**config.mk**
```make
export PLATFORM = sky130hd
export DESIGN_NAME = muldiv_unit
export DESIGN_NICKNAME = d
export VERILOG_FILES = /design/src/rtl/muldiv_pkg.sv /design/src/rtl/muldiv_unit.sv
export SDC_FILE = /design/constraint.sdc
export NUM_CORES = 1
export LEC_CHECK = 0
export CAP_MARGIN = 40
export CORE_ASPECT_RATIO = 1.4
export CORE_MARGIN = 3
export CORE_UTILIZATION = 40
export DETAILED_ROUTE_END_ITERATION = 10
export SETUP_SLACK_MARGIN = 0.5
export SLEW_MARGIN = 20
export SYNTH_ARGS = -nofsm -noshare
export SYNTH_HDL_FRONTEND = slang
export SYNTH_SLANG_ARGS = --single-unit
export TNS_END_PERCENT = 20
```
**constraint.sdc**
```tcl
create_clock -name clk -period 10.2 [get_ports clk]
set_input_delay 1.53 -clock clk [delete_from_list [all_inputs] [get_ports clk]]
set_output_delay 1.53 -clock clk [all_outputs]
set_load 0.03 [all_outputs]
```
**src/rtl/muldiv_pkg.sv**
```systemverilog
// muldiv_pkg: shared definitions for the iterative multiply/divide unit.
//   muldiv_op_t    operation encoding presented on the op port
//   muldiv_state_t control FSM states
//   MULDIV_WIDTH   default operand/result width
package muldiv_pkg;

  typedef enum logic [1:0] {
    OP_MUL   = 2'b00,
    OP_UMULH = 2'b01,
    OP_UDIV  = 2'b10,
    OP_SDIV  = 2'b11
  } muldiv_op_t;

  typedef enum logic [1:0] {
    S_IDLE = 2'b00,
    S_CALC = 2'b01,
    S_DONE = 2'b10
  } muldiv_state_t;

  localparam int MULDIV_WIDTH = 64;

endpackage

```
**src/rtl/muldiv_unit.sv**
```systemverilog
// muldiv_unit: iterative WIDTH-bit multiply/divide execute unit placed after the
// register file. One request is accepted in IDLE, computed over WIDTH cycles
// (radix-2 shift-add multiply or restoring divide) and offered to writeback.
// Ports:
//   clk, reset          clock, synchronous active-high reset
//   in_valid, in_ready  request handshake (in_ready high only in IDLE)
//   op, A, B, dest      operation, operands, destination register index
//   out_valid,out_ready result handshake toward writeback
//   result, out_wa      register-file Writedata / wa3
//   RegWrite            out_valid & out_ready, register-file write enable
module muldiv_unit
  import muldiv_pkg::*;
#(
  parameter int WIDTH  = MULDIV_WIDTH,
  parameter int REG_AW = 5
) (
  input  logic              clk,
  input  logic              reset,
  input  logic              in_valid,
  output logic              in_ready,
  input  logic [1:0]        op,
  input  logic [WIDTH-1:0]  A,
  input  logic [WIDTH-1:0]  B,
  input  logic [REG_AW-1:0] dest,
  output logic              out_valid,
  input  logic              out_ready,
  output logic [WIDTH-1:0]  result,
  output logic [REG_AW-1:0] out_wa,
  output logic              RegWrite
);

  localparam int CNT_W = $clog2(WIDTH) + 1;

  muldiv_state_t      state;
  muldiv_op_t         op_q;
  logic [2*WIDTH-1:0] acc;    // {product hi, multiplier} or {remainder, dividend/quotient}
  logic [WIDTH-1:0]   opnd;   // multiplicand or divisor
  logic [CNT_W-1:0]   cnt;
  logic               neg_q;

  logic [2*WIDTH-1:0] mul_next;
  logic [2*WIDTH-1:0] div_next;
  logic [WIDTH-1:0]   final_res;
  logic               last;
  logic               is_div;
  logic               div_zero;
  muldiv_op_t         op_in;

  // Shift-add step: add multiplicand into the high half when the current
  // multiplier bit is set, then shift the whole product right, keeping the carry.
  function automatic logic [2*WIDTH-1:0] mul_step(input logic [2*WIDTH-1:0] p,
                                                  input logic [WIDTH-1:0]   m);
    logic [WIDTH:0] sum;
    sum = {1'b0, p[2*WIDTH-1:WIDTH]} + (p[0] ? {1'b0, m} : '0);
    return {sum, p[WIDTH-1:1]};
  endfunction

  // Restoring step: shift the next dividend bit into the remainder and subtract
  // the divisor; a borrow out of the extra top bit means the subtraction is undone.
  function automatic logic [2*WIDTH-1:0] div_step(input logic [2*WIDTH-1:0] p,
                                                  input logic [WIDTH-1:0]   d);
    logic [WIDTH:0] rem_sh;
    logic [WIDTH:0] diff;
    rem_sh = {p[2*WIDTH-1:WIDTH], p[WIDTH-1]};
    diff   = rem_sh - {1'b0, d};
    if (diff[WIDTH]) return {rem_sh[WIDTH-1:0], p[WIDTH-2:0], 1'b0};
    else             return {diff[WIDTH-1:0],   p[WIDTH-2:0], 1'b1};
  endfunction

  // Magnitude modulo 2^WIDTH; the most negative value maps onto itself, which
  // as an unsigned number is exactly its magnitude.
  function automatic logic [WIDTH-1:0] abs_val(input logic signed [WIDTH-1:0] v);
    logic signed [WIDTH-1:0] r;
    r = v[WIDTH-1] ? -v : v;
    return r;
  endfunction

  function automatic logic [WIDTH-1:0] sel_result(input muldiv_op_t         o,
                                                  input logic [2*WIDTH-1:0] prod,
                                                  input logic [2*WIDTH-1:0] quo,
                                                  input logic               neg);
    logic signed [WIDTH-1:0] q;
    q = quo[WIDTH-1:0];
    case (o)
      OP_MUL:   return prod[WIDTH-1:0];
      OP_UMULH: return prod[2*WIDTH-1:WIDTH];
      OP_UDIV:  return quo[WIDTH-1:0];
      default:  return neg ? -q : q;
    endcase
  endfunction

  always_comb begin
    op_in     = muldiv_op_t'(op);
    is_div    = (op_in == OP_UDIV) || (op_in == OP_SDIV);
    div_zero  = is_div && (B == '0);
    mul_next  = mul_step(acc, opnd);
    div_next  = div_step(acc, opnd);
    last      = (cnt == CNT_W'(WIDTH - 1));
    final_res = sel_result(op_q, mul_next, div_next, neg_q);
  end

  assign in_ready  = (state == S_IDLE);
  assign out_valid = (state == S_DONE);
  assign RegWrite  = out_valid & out_ready;

  always_ff @(posedge clk) begin
    if (reset) begin
      state  <= S_IDLE;
      op_q   <= OP_MUL;
      acc    <= '0;
      opnd   <= '0;
      cnt    <= '0;
      neg_q  <= 1'b0;
      result <= '0;
      out_wa <= '0;
    end else begin
      case (state)
        // Accept: latch request and seed the datapath
        S_IDLE: begin
          if (in_valid) begin
            op_q   <= op_in;
            out_wa <= dest;
            cnt    <= '0;
            neg_q  <= 1'b0;
            if (div_zero) begin
              result <= '0;
              state  <= S_DONE;
            end else begin
              state <= S_CALC;
              case (op_in)
                OP_MUL, OP_UMULH: begin
                  opnd <= A;
                  acc  <= {{WIDTH{1'b0}}, B};
                end
                OP_UDIV: begin
                  opnd <= B;
                  acc  <= {{WIDTH{1'b0}}, A};
                end
                default: begin
                  opnd  <= abs_val(B);
                  acc   <= {{WIDTH{1'b0}}, abs_val(A)};
                  neg_q <= A[WIDTH-1] ^ B[WIDTH-1];
                end
              endcase
            end
          end
        end
        // Iterate: one product/quotient bit per cycle, result registered on the last
        S_CALC: begin
          acc <= op_q[1] ? div_next : mul_next;
          cnt <= cnt + 1'b1;
          if (last) begin
            result <= final_res;
            state  <= S_DONE;
          end
        end
        // Offer: hold result until writeback takes it
        S_DONE: begin
          if (out_ready) state <= S_IDLE;
        end
        default: state <= S_IDLE;
      endcase
    end
  end

endmodule
```
* Word-level counts from Yosys, hierarchy flattened
Cells that the tools add are included.
Cells by class: eq/ne operators 13, multiplexer cells 25, reductions and logical operators 15, $add $sub $neg 6, bitwise logic cells 3
Operators by type and width (count):
- two-way mux 128 bit | 4
- two-way mux 64 bit | 7
- case mux 64 bit (2 select lines) | 3
- case mux 128 bit (2 select lines) | 1
- negator 64 bit | 3
- case mux 64 bit (3 select lines) | 1
- adder 64 x 64 -> 65 bit | 1
- subtractor 65 x 64 -> 65 bit | 1
- logical NOT 64 bit | 1
- case mux 7 bit (2 select lines) | 1
- AND reduction 3 bit | 3
- equality test 2 bit (second input constant) | 4
- two-way mux 2 bit | 4
- adder 7 x 1 -> 7 bit (second input constant) | 1
- equality test 7 x 6 -> 1 bit (second input constant) | 1
- two-way mux 7 bit | 1
- equality test 2 x 1 -> 1 bit (second input constant) | 3
- logical NOT 2 bit | 3
- != test 2 bit (second input constant) | 3
- case mux 2 bit (3 select lines) | 1
- != test 2 x 1 -> 1 bit (second input constant) | 2
- AND reduction 2 bit | 2
- AND reduction 4 bit | 1
- OR reduction 3 bit | 1
- 8 further kinds | 9
Word-level totals: flip-flop bits (word level) 273, output and inout port bits 72, word-level logic and storage cells 70, bits of input ports 139

* Logic depth before layout (Yosys ltp)
Gate-level depths: netlist (run 1).
depth after elaboration 7, gate-level depth with buffers 29, depth with buffers taken out 25

* Worst setup path after synthesis (run 1)
Ideal clock, no wire load.
kind reg-to-reg, start point reg acc[63], end point reg result[58], cell stages (with the launch flop) 30, library setup time 0.117 ns, setup slack 3.355 ns, required time 10.083 ns, arrival 6.728 ns, clock period less this slack 6.845 ns, path buffers 4, cell sequence dfxtp_1 -> inv_1 -> ha_1 -> inv_1 -> fa_1 -> a211oi_1 -> o21a_1 -> a211oi_1 -> o21ai_1 -> a311oi_1 -> o211a_1 -> nor3_1 -> clkbuf_1 -> nor2_1 -> inv_1 -> clkbuf_1 -> buf_1 -> ha_1 -> nor3b_1 -> nand4_1 -> or2_1 -> or3_1 -> or4_1 -> clkbuf_1 -> or4_4 -> or2_4 -> o31ai_2 -> mux2i_1 -> nand2_1 -> a32o_1
Between the ends: cells in the longest elaborated chain, start to end 7
RTL lines:
- start, declared | line muldiv_unit.sv:36 | logic [2*WIDTH-1:0] acc;
- start signal, assigned | line muldiv_unit.sv:133 | acc <= {{WIDTH{1'b0}}, B};
- start signal, assigned | line muldiv_unit.sv:137 | acc <= {{WIDTH{1'b0}}, A};
- start signal, assigned | line muldiv_unit.sv:141 | acc <= {{WIDTH{1'b0}}, abs_val(A)};
- subtractor 65 x 64 -> 65 bit | line muldiv_unit.sv:65 | diff = rem_sh - {1'b0, d};
- two-way mux 128 bit | line muldiv_unit.sv:66 | if (diff[WIDTH]) return {rem_sh[WIDTH-1:0], p[WIDTH-2:0], 1'b0};
- negator 64 bit | line muldiv_unit.sv:88 | default: return neg ? -q : q;
- two-way mux 64 bit | line muldiv_unit.sv:88
- case mux 64 bit (3 select lines) | line muldiv_unit.sv:84 | case (o)
- two-way mux 64 bit | line muldiv_unit.sv:152 | if (last) begin
- case mux 64 bit (2 select lines) | line muldiv_unit.sv:117 | case (state)
- end signal, assigned | line muldiv_unit.sv:153 | result <= final_res;
- end, declared | line muldiv_unit.sv:27 | output logic [WIDTH-1:0] result,
Every way passes these cells. The select of a mux whose other input is x is not followed. A chain may end at the register's enable or synchronous reset.

* Worst setup path after layout (run 1)
Same ends and word-level chain as after synthesis.

==> impl_results.md, run 1 <==
* Initial Util at 0.4075
* Met3 wire length at 8173 um
* Area delta synth->final at 14.86%
* Metal-1 WL at 46580 um
* Post-CTS Hold Buffers at 0
* Dpl hpwl at 81850 um
* CP Launch Point: acc[63]
* # H-tree levels at 2
* GPL Wtd Cong at 0.9826
* 1st-iter DRT viols at between 2000 and 3000
* # nets final at 4044
* Number of flops mapped to enable cells by yosys at 0
* ANT cells at 0
* Cell Rows at between 100 and 150
* Die width at about 220 um
* FF+latch area at ~5500 um^2
* Critical Path RT at 10630 ps
* I/O pins at 211
* Detail Route Antenna Nets at 0
* FF-to-FF setup slack at about 3400 ps
* Clock transition at the registers of the reported paths at about 60 ps
* Final hold vios at 0
* Post-synthesis sequential area ratio at 0.2106
* Ys flop type: dfxtp_1
* Synthesized area at approximately 26000 um^2
* Largest fanout on the critical path at 11
* Core Footprint at 63690 um^2
* Highest metal used: met4
* Max Clk Rate at 146.0 MHz
* Power per cell area at 141.7 nW/um^2
* CTS Sinks at 273
* Resized Gates After CTS at 0
* Vias at 28705
* Crit path to: result[58]
* Yosys top cell area share at 0.2106
* Synthesized instance count at 3736
* GRT overflow at 0
* Total power at 4.225 mW
* Hold Crit Class: flop to flop
* Status: finished, final reports clean
* # Post-CTS Setup Buffers at 0
* Share of cells above drive strength 1 at 0.05059
* Most common library cell in the layout ignoring fill and taps: nand2_1
* Clock latency on the worst-skew pair at 540 ps
* Leak pwr at 11.67 nW
* Largest net degree at the start of global routing at ~130
* DR WL/cell at approximately 23 um
* Synth area leader: dfxtp_1
* Synth top area cells: dfxtp_1, a21oi_1, nand2_1
* Final hold slack at 452.0 ps
* Final Max Slew Viols at 0
* Worst EP arrival at approximately 7300 ps
* Filler Cells Inserted at ~6600
* Vias/cell at slightly above 6
* Vias in the first global route at about 26000
* Drt pass-1 iters at 5
* CTS Root Cell: clkbuf_16
* Tot GR Track Use at 0.2986
* Port bufs at 210
* Routed WL at 107200 um
* Register bit total from synthesis at 273
* Mapped Avg Cell Area at 6.947 um^2
* Cts bufs inserted at 34
* Worst rel slew slack at 0.3904
* Antenna violations before repair at 0
* Reg-to-Reg Start: acc[63]
* Fin Setup TNS at 0 ps
* CP Launch Type: flop
* Max Buffers Root-to-Sink at 3
* VDD IR-drop max at around 110 uV
* Met2 WL at between 40000 and 50000 um
* Remaining DRCs at 0
* CTS tree: yes
* CP endpoint kind: flop
* Mapped Nets at between 4000 and 5000
* Fin crit period at 6849 ps
* Area of the multi-input gates at roughly 19000 um^2
* Die area at 68020 um^2
* Fin Clk Skew at 18.83 ps
* Tcrit/Tclk final at 0.6715
* Reg2Reg Depth at 26
* Setup CP Type: flop to flop
* Setup Viol. Count Final at 0
* Die height at 307.4 um
* Unrepaired setup endpoints after global routing: no
* Slew of the pin with the lowest slew margin at 906.7 ps
* Cell variety after synth at 82
* Yosys warns at 0
* First-pass GRT wire length at 162100 um
* Commonest non-fill, non-tap cells in the layout: nand2_1, a21oi_1, nor2_1
* FFs w/ async S/R, synth at 0
* Terminus of the critical flop-to-flop path: result[58]
* Max-cap viol count at 0
kinds of logic after synthesis:
family                     count (synthesis)  share of synthesized area
buffers and inverters                    381                    0.05559
DFF                                      273                     0.2106
adders and majority gates                134                    0.06518
muxes                                     95                    0.03765
and+or+nand+nor                         1278                     0.2232
AOI/OAI and AO/OA                       1348                     0.3312
xor gates and xnor gates                 227                    0.07661
per-layer routing:
layer | GRT usage | vias to the layer above
li1 | - | 13722
met1 | 0.4090 | 13524
met2 | 0.4776 | 1235
met3 | 0.03585 | 224
met4 | 0.1224 | 0
met5 | 0 | -
sequential cells by signal, indices dropped and copies added (netlist names):
| signal | flops |
|---|---|
| out_wa | 5 |
| state | 2 |
| op_q | 2 |
| acc | 128 |
| result | 64 |
| cnt | 7 |
| neg_q | 1 |
| opnd | 64 |
stage by stage:
step	std cells	instance area (um^2)	setup WS, ps	utilization
floorplan	3736	25950	3355	-
global placement	4551	28480	3539	0.4471
detailed placement	4561	28550	3419	0.4483
CTS	4621	29750	3392	0.4671
global route	4627	29810	2928	0.4680
finish	4627	29810	3351	0.4680
cell type report:
class | instances | share of cell area
inverter | 109 | 0.01373
multi-input combinational | 3082 | 0.6408
clock buffer | 40 | 0.03102
sequential | 273 | 0.1836
tap | 832 | 0.03492
clock inverter | 20 | 0.009066
timing repair buffer | 271 | 0.08689
synthesized netlist by cell type, types with 28 or more instances:
master,number
o31ai_1,47
xnor2_1,123
nor4_1,34
or3_1,51
o21ai_0,296
o211ai_1,114
o21bai_1,28
nand4_1,44
a21oi_1,417
ha_1,132
a211oi_1,79
dfxtp_1,273
a21o_1,90
nand3_1,61
a32o_1,31
inv_1,108
nand2_1,472
mux2i_1,74
nor3_1,77
nor2_1,383
a31oi_1,32
clkbuf_1,242
xor2_1,104
worst min-delay path by stage:
stage | from | endpoint | slack (ps) | cells after the start
2_1_floorplan | opnd[10] | opnd[10] | 440 | 2
3_3_place_gp | out_wa[4] | out_wa[4] | 440 | 2
3_5_place_dp | result[9] | result[9] | 450 | 2
4_1_cts | result[9] | result[9] | 460 | 2
5_1_grt | result[9] | result[9] | 470 | 2
6_report | result[9] | result[9] | 450 | 2
power by group:
group | switching (mW) | internal (mW)
sequential | 0.132 | 1.15
combinational | 1.04 | 0.559
clock | 0.536 | 0.805
worst max-delay path, cell delays in order, from the launching register on:
cell,delay [ps]
dfxtp_1,320
inv_1,80
ha_1,180
inv_1,60
fa_1,430
a211oi_1,240
o21a_1,250
a211oi_1,110
o21ai_1,410
a311oi_1,180
o211a_1,260
nor3_1,130
buf_4,220
nor2_1,90
inv_2,80
ha_1,170
nor3b_1,370
nand4_1,240
or2_1,330
or3_1,390
or4_1,600
or4_4,520
or2_4,300
o31ai_2,220
mux2i_1,210
nand2_1,60
a32o_1,260
Note: power is estimated with default switching activity, not from simulation.
==> inputs of run 2 (changes only) <==
- clock period: 10.2 -> 6.54 ns (I/O delays scaled with it)
==> run 2 against run 1 <==
Against the previous run: global-route usage is 0.27 points higher; register-to-register slack worse by 2700 ps; highest routed layer is now met5; combinational power is 60% higher.
==> impl_results.md, run 2 (synthesized netlist as in run 1, its figures left out) <==
* Status: finished, final reports clean
* Worst rel slew slack at 0.3608
* Setup CP Type: flop to flop
* Reg-to-Reg Start: acc[63]
* Share of cells above drive strength 1 at 0.06328
* CTS tree: yes
* Fin crit period at approximately 5900 ps
* Routed WL at 107400 um
* Slew of the pin with the lowest slew margin at 955.3 ps
* Final hold vios at 0
* CTS Sinks at 273
* Critical Path RT at about 7000 ps
* ANT cells at 0
* Vias at 28628
* Die width at 221.3 um
* FF-to-FF setup slack at roughly 640 ps
* Util after Layout at 0.4742
* Max-cap viol count at 0
* Max Buffers Root-to-Sink at 3
* Setup Viol. Count Final at 0
* Port bufs at 210
* Clock latency on the worst-skew pair at between 500 and 600 ps
* Commonest non-fill, non-tap cells in the layout: nand2_1, a21oi_1, nor2_1
* Cts bufs inserted at 34
* Die area at 68020 um^2
* Crit path to: result[58]
* Vias/cell at 6.149
* VDD IR-drop max at 150.2 uV
* Most common library cell in the layout ignoring fill and taps: nand2_1
* Largest net degree at the start of global routing at between 100 and 150
* Filler Cells Inserted at approximately 6500
* Dpl hpwl at roughly 83000 um
* DR WL/cell at approximately 23 um
* Largest fanout on the critical path at 7
* Post-Place Worst Slack at 420.3 ps
* Tot GR Track Use at 0.3013
* Fin Setup TNS at 0 ps
* Reg2Reg Depth at 25
* Final worst setup slack at 638.0 ps
* # nets final at 4072
* Largest register by flop count: acc
* Remaining DRCs at 0
* Unrepaired setup endpoints after global routing: yes
* Power per cell area at 220.1 nW/um^2
* Vias in the first global route at 26757
* Final Max Slew Viols at 0
* 1st-iter DRT viols at 2377
* Area delta synth->final at 16.37%
* Drt pass-1 iters at 8
* GRT overflow at 0
* Initial Util at 0.4075
* Max Clk Rate at 169.4 MHz
* CP endpoint kind: flop
* Max reg flops at 128
* Die height at around 310 um
* I/O pins at 211
* Antenna violations before repair at 2
* Cell Rows at approximately 110
* First-pass GRT wire length at 162800 um
* GPL Wtd Cong at between 0.9 and 1
* Tcrit/Tclk final at 0.9024
* CP Launch Type: flop
* Fin Clk Skew at 20.14 ps
* Worst EP arrival at about 6300 ps
* # H-tree levels at 2
* CTS Root Cell: clkbuf_16
* CP Launch Point: acc[63]
* Terminus of the critical flop-to-flop path: result[58]
* Core Footprint at roughly 64000 um^2
* Leak pwr at 11.85 nW
* Hold Crit Class: flop to flop
* Clock transition at the registers of the reported paths at approximately 60 ps
* Largest regs: acc (128), opnd (64), result (64)
* Detail Route Antenna Nets at 0
==> run 2: final cells by class <==
| cell class | count | area, um^2 | share of cell area |
|---|---|---|---|
| clock buffers | 43 | 988.4 | 0.03273 |
| inverters | 109 | 409.1 | 0.01355 |
| clock inverters | 18 | 215.2 | 0.007126 |
| repair buffers | 299 | 2863 | 0.09479 |
| flip-flops and latches | 273 | 5474 | 0.1812 |
| well taps | 832 | 1041 | 0.03447 |
| multi-input cells | 3082 | 19210 | 0.6361 |
==> run 2: power breakdown <==
| group | switching (mW) | leakage, nW | internal [mW] |
|---|---|---|---|
| sequential | 0.202 | 2.23 | 1.80 |
| clock | 0.850 | 0.590 | 1.24 |
| combinational | 1.64 | 9.03 | 0.917 |
| total | 2.70 | 11.9 | 3.95 |
==> run 2: worst min path at each step <==
stage / start / to / slack (ps) / cells after the start
after detailed placement: result[9] / result[9] / 440 / 2
final: opnd[22] / opnd[22] / 450 / 2
after global placement: result[9] / result[9] / 430 / 2
after CTS: result[9] / result[9] / 450 / 2
after global routing: out_wa[0] / out_wa[0] / 470 / 2
after floorplan: opnd[10] / opnd[10] / 440 / 2
==> run 2: worst max-delay path, cell delays in order (launching register included) <==
cell,delay (ps)
dfxtp_2,330
inv_2,70
ha_4,130
inv_1,50
fa_2,390
a211oi_2,230
o21a_2,240
a211oi_4,80
o21ai_2,250
a311oi_2,140
o211a_1,280
nor3_4,190
nor2_2,70
inv_2,90
ha_4,140
nor3b_4,200
nand4_1,170
or2_4,290
or3_4,350
or4_4,550
or4_4,550
or2_4,290
o31ai_4,190
mux2i_1,200
nand2_1,70
a32o_1,280
==> run 2: metal layers <==
layer / part of all wire / track usage / vias to the layer above
li1: - / - / 13776
met5: 0.00011 / 0 / -
met4: 0.045 / 0.1280 / 2
met1: 0.43 / 0.4071 / 13346
met2: 0.44 / 0.4805 / 1296
met3: 0.081 / 0.04424 / 208
==> run 2: what timing repair did <==
| item | CTS | global route |
|---|---|---|
| endpoints found under the setup margin | 1 | 7 |
| buffers inserted | 0 | 9 |
| hold buffers | 0 | 0 |
| pin swaps | 0 | 13 |
| cloned | 0 | 0 |
| gates resized for setup | 2 | 18 |
==> run 2: metrics by stage <==
stage          total power, mW  hold slack (ps)  instance area (um^2)  std cells
6_report                 6.649            453.4                 30200       4656
5_1_grt                  6.961            466.3                 30200       4656
4_1_cts                  6.579            452.9                 30020       4645
3_5_place_dp             4.485            444.6                 28810       4584
3_3_place_gp             4.472            430.4                 28740       4577
2_1_floorplan            3.631            436.3                 26000       3736
